$ cat src/rtl/iq_byte_splitter.sv
// Splits a little-endian interleaved I/Q byte stream into paired, sign-extended,
// left-shifted samples written in lockstep to the xreal and ximag FIFOs.
module iq_byte_splitter #(
    parameter int DATA_WIDTH = 32,
    parameter int QUANT_BITS = 10
) (
    input  logic                  clock,
    input  logic                  reset,
    input  logic [7:0]            in_dout,
    input  logic                  in_empty,
    output logic                  in_rd_en,
    input  logic                  xreal_out_full,
    output logic                  xreal_out_wr_en,
    output logic [DATA_WIDTH-1:0] xreal_out_din,
    input  logic                  ximag_out_full,
    output logic                  ximag_out_wr_en,
    output logic [DATA_WIDTH-1:0] ximag_out_din
);

    typedef enum logic [2:0] {
        S_I_LO  = 3'd0,
        S_I_HI  = 3'd1,
        S_Q_LO  = 3'd2,
        S_Q_HI  = 3'd3,
        S_WRITE = 3'd4
    } state_t;

    state_t      state_r;
    logic [15:0] i_word_r;
    logic [15:0] q_word_r;
    logic        byte_state_s;
    logic        pop_s;
    logic        go_s;

    function automatic logic [DATA_WIDTH-1:0] quantize(input logic [15:0] word);
        logic [DATA_WIDTH-1:0] ext;
        ext = {{(DATA_WIDTH-16){word[15]}}, word};
        return ext << QUANT_BITS;
    endfunction

    // Strobes are gated by reset so they drop to 0 immediately, not at the next edge.
    assign byte_state_s = (state_r == S_I_LO) || (state_r == S_I_HI) ||
                          (state_r == S_Q_LO) || (state_r == S_Q_HI);
    assign pop_s        = reset && byte_state_s && !in_empty;
    assign go_s         = reset && (state_r == S_WRITE) && !xreal_out_full && !ximag_out_full;

    assign in_rd_en        = pop_s;
    assign xreal_out_wr_en = go_s;
    assign ximag_out_wr_en = go_s;
    assign xreal_out_din   = quantize(i_word_r);
    assign ximag_out_din   = quantize(q_word_r);

    // Byte assembly and write-handshake state machine.
    always_ff @(posedge clock or negedge reset) begin
        if (!reset) begin
            state_r  <= S_I_LO;
            i_word_r <= 16'd0;
            q_word_r <= 16'd0;
        end else begin
            case (state_r)
                S_I_LO: begin
                    if (pop_s) begin
                        i_word_r[7:0] <= in_dout;
                        state_r       <= S_I_HI;
                    end
                end
                S_I_HI: begin
                    if (pop_s) begin
                        i_word_r[15:8] <= in_dout;
                        state_r        <= S_Q_LO;
                    end
                end
                S_Q_LO: begin
                    if (pop_s) begin
                        q_word_r[7:0] <= in_dout;
                        state_r       <= S_Q_HI;
                    end
                end
                S_Q_HI: begin
                    if (pop_s) begin
                        q_word_r[15:8] <= in_dout;
                        state_r        <= S_WRITE;
                    end
                end
                S_WRITE: begin
                    if (go_s) begin
                        state_r <= S_I_LO;
                    end
                end
                default: begin
                    state_r <= S_I_LO;
                end
            endcase
        end
    end

endmodule
$ cat config.mk
export PLATFORM = sky130hd
export DESIGN_NAME = iq_byte_splitter
export DESIGN_NICKNAME = d
export VERILOG_FILES = /design/src/rtl/iq_byte_splitter.sv
export SDC_FILE = /design/constraint.sdc
export NUM_CORES = 1
export LEC_CHECK = 0
export ABC_CLOCK_PERIOD_IN_PS = 3900
export CORE_MARGIN = 4
export CORE_UTILIZATION = 40
export CTS_CLUSTER_DIAMETER = 120
export DETAILED_ROUTE_END_ITERATION = 10
export PLACE_DENSITY = 0.83
export SLEW_MARGIN = 40
export SYNTH_ARGS = -nofsm -noshare
export SYNTH_HDL_FRONTEND = slang
export SYNTH_SLANG_ARGS = --single-unit
$ cat constraint.sdc
create_clock -name clock -period 3.9 [get_ports clock]
set_clock_uncertainty 0.05 [all_clocks]
set_input_delay 0.975 -clock clock [delete_from_list [all_inputs] [get_ports clock]]
set_output_delay 0.975 -clock clock [all_outputs]
set_load 0.01 [all_outputs]
==> flow_metrics.tcl <==
set metrics [dict create \
    status "complete, no violations" \
    drv_slew 0 \
    synth_common_cells "35 x dfrtp_1, 33 x buf_4, 32 x mux2_2" \
    antenna_cells 0 \
    via_per_inst 4.48 \
    critPathRequiredTime_ns 2.87 \
    clkTransAtPathRegs_ns 0.06 \
    synth_most_common_cell "dfrtp_1" \
    reg2reg_slack_ns 2.15 \
    routed_wl_um 3400 \
    first_pass_iters 2 \
    worst_pin_slew_ns 0.677 \
    critical_path.max_fanout 2 \
    synthArstFlopShare 1.00 \
    p_comb_frac 0.483 \
    cts_buffers 5 \
    grt_overflow_total 0 \
    cts_tree "done" \
    r2r_cells 2 \
    cts_num_sinks 35 \
    setup_viol 0 \
    drt_iter0_markers 44 \
    setup_tns_ns 0 \
    syn_area_mm2 0.00165 \
    hold_path.startpoint "i_word_r[9]" \
    grt_pass1_vias 1113 \
    cts_hold_buf 0 \
    seqPwrFrac 0.379 \
    netlist_instances 122 \
    synth-main-ff-cell "dfrtp_1" \
    postRouteAntennaNets 0 \
    cts-root-buf "clkbuf_8" \
    area_growth_pct 33.1 \
    hpwlAfterDp_um 2550 \
    fillers 346 \
    startpoint_type "input port" \
    ys_types 19 \
    grt_max_degree 33 \
    die_y_um 72.2 \
    cap_violations 0 \
    rr_startpoint "state_r[2]" \
    nets 185 \
    place_congestion 0.680 \
    p_sw_frac 0.317 \
    wl_per_cell_um 15.2 \
    htree_levels 2 \
    min_to "i_word_r[9]" \
    p_leak_uw 0.000967 \
    power_frac_clock 0.139 \
    seq_area_frac_synth 0.531 \
    postLayoutCellArea_mm2 0.00220 \
    dieArea_mm2 0.00522 \
    final_layout_size_suffix_gt1_frac 0.254 \
    grt_pass1_wl_um 5470 \
    placed_area_mm2 0.00211 \
    p_switching_uw 565 \
    power_per_cell_area_mw_per_mm2 813 \
    synth.avg_cell_area_um2 13.5 \
    p_int_uw 1220 \
    row_count 23 \
    port_buffers 59 \
    drc 0 \
    synth_edf_count 0 \
    synth_top_area_share 0.531 \
    worstSetupEndpointType "output pin" \
    ys_top_cells_by_area "dfrtp_1 53%, mux2_2 22%, buf_4 15%, nand4b_4 1.4%, nor4b_4 1.4%" \
    grt_usage 0.140 \
    slew_headroom 0.547 \
    ios 80 \
    min_path_cells 1 \
    hold_viol 0 \
    cts_setup_buffers 0 \
    rr_endpoint "i_word_r[10]" \
    rsz0062_at_grt "false" \
    start_util 0.413 \
    yosys_warnings 0 \
    critPathKind "in2out" \
    core_area_mm2 0.00400 \
    ys_ff_latch 35 \
    vias 998 \
    fin_crit_sh 0.864 \
    clock.fmax_mhz 297 \
    die_w_um 72.2 \
    cp.arrival_ns 2.35 \
    insertion_delay_ns 0.28 \
    clock_path_buffers 2 \
    antenna_found_initial 0 \
    post_cts_resized 0 \
    synth_top_cell_by_area "dfrtp_1" \
    peakVddDrop_mv 0.358 \
    total_power_uw 1780 \
    fin_crit_ns 3.37 \
    worstHoldPathType "reg2reg" \
]
==> flip-flops by register name, summed over array words and instances (netlist names) <==
register / count
i_word_r: 16
q_word_r: 16
state_r: 3
==> cells by family after synthesis <==
family | synth area share
multiplexers | 0.218
buffers and inverters | 0.159
other | 0.00227
AND/OR/NAND/NOR | 0.0758
AO/OA/AOI/OAI | 0.00303
flip-flops | 0.531
XOR/XNOR | 0.0106
==> through the flow <==
stage	hold slack (ns)	setup slack, ns	std cells	utilization
finish	0.455	0.529	223	0.549
global route	0.458	0.429	223	0.549
CTS	0.459	0.526	223	0.549
detailed placement	0.443	0.535	215	0.529
global placement	0.439	0.559	215	0.529
floorplan	0.500	1.33	141	-
==> power groups by stage <==
stage | Combinational [µW] | Clock (µW) | Sequential [µW]
final | 861 | 248 | 676
after global routing | 919 | 273 | 703
after CTS | 877 | 253 | 678
after detailed placement | 874 | 0 | 684
after global placement | 858 | 0 | 664
after floorplan | 383 | 0 | 728
==> worst max path at each step <==
stage | start | slack, ns | end | cells after the start
floorplan | xreal_out_full | 1.33 | xreal_out_wr_en | 3
global placement | xreal_out_full | 0.56 | xreal_out_wr_en | 4
detailed placement | xreal_out_full | 0.53 | ximag_out_wr_en | 4
CTS | xreal_out_full | 0.53 | ximag_out_wr_en | 4
global route | xreal_out_full | 0.43 | xreal_out_wr_en | 4
finish | xreal_out_full | 0.53 | ximag_out_wr_en | 4
==> metal layers <==
layer	global-route usage	share of wire
met1	0.154	0.38
met2	0.240	0.53
met3	0.0402	0.079
met4	0.0814	0.013
met5	0	0
==> placed cells by master, fill, tap and decap left out <==
cell,Yosys,routed
and3_1,1,1
buf_2,3,1
buf_4,33,1
clkbuf_1,0,2
clkbuf_8,0,5
clkdlybuf4s50_1,0,58
clkinv_2,0,1
conb_1,1,20
dfrtp_1,35,35
mux2_2,32,32
nand2_1,1,1
nand2b_1,1,1
nand3_2,1,1
nand3b_1,1,1
nand3b_2,1,1
nand4b_4,1,1
nor2_1,5,5
nor2b_1,1,1
nor3b_1,1,1
nor4b_4,1,1
o21ai_0,1,1
xnor2_1,1,1
xor2_1,1,1
==> layout make-up <==
cell class | count | area (µm²) | area share
timing repair buffer | 60 | 593 | 0.270
tap | 50 | 62.6 | 0.0285
clock inverter | 1 | 5.00 | 0.00228
multi-input combinational | 70 | 583 | 0.266
sequential | 35 | 876 | 0.399
clock buffer | 7 | 76.3 | 0.0348
==> critical path, stage by stage <==
cell and delay, ns:
clkdlybuf4s50_1 0.40, nor3b_1 0.23, and3_1 0.21, clkdlybuf4s50_1 0.54
Power figures use the tool's default switching activity.
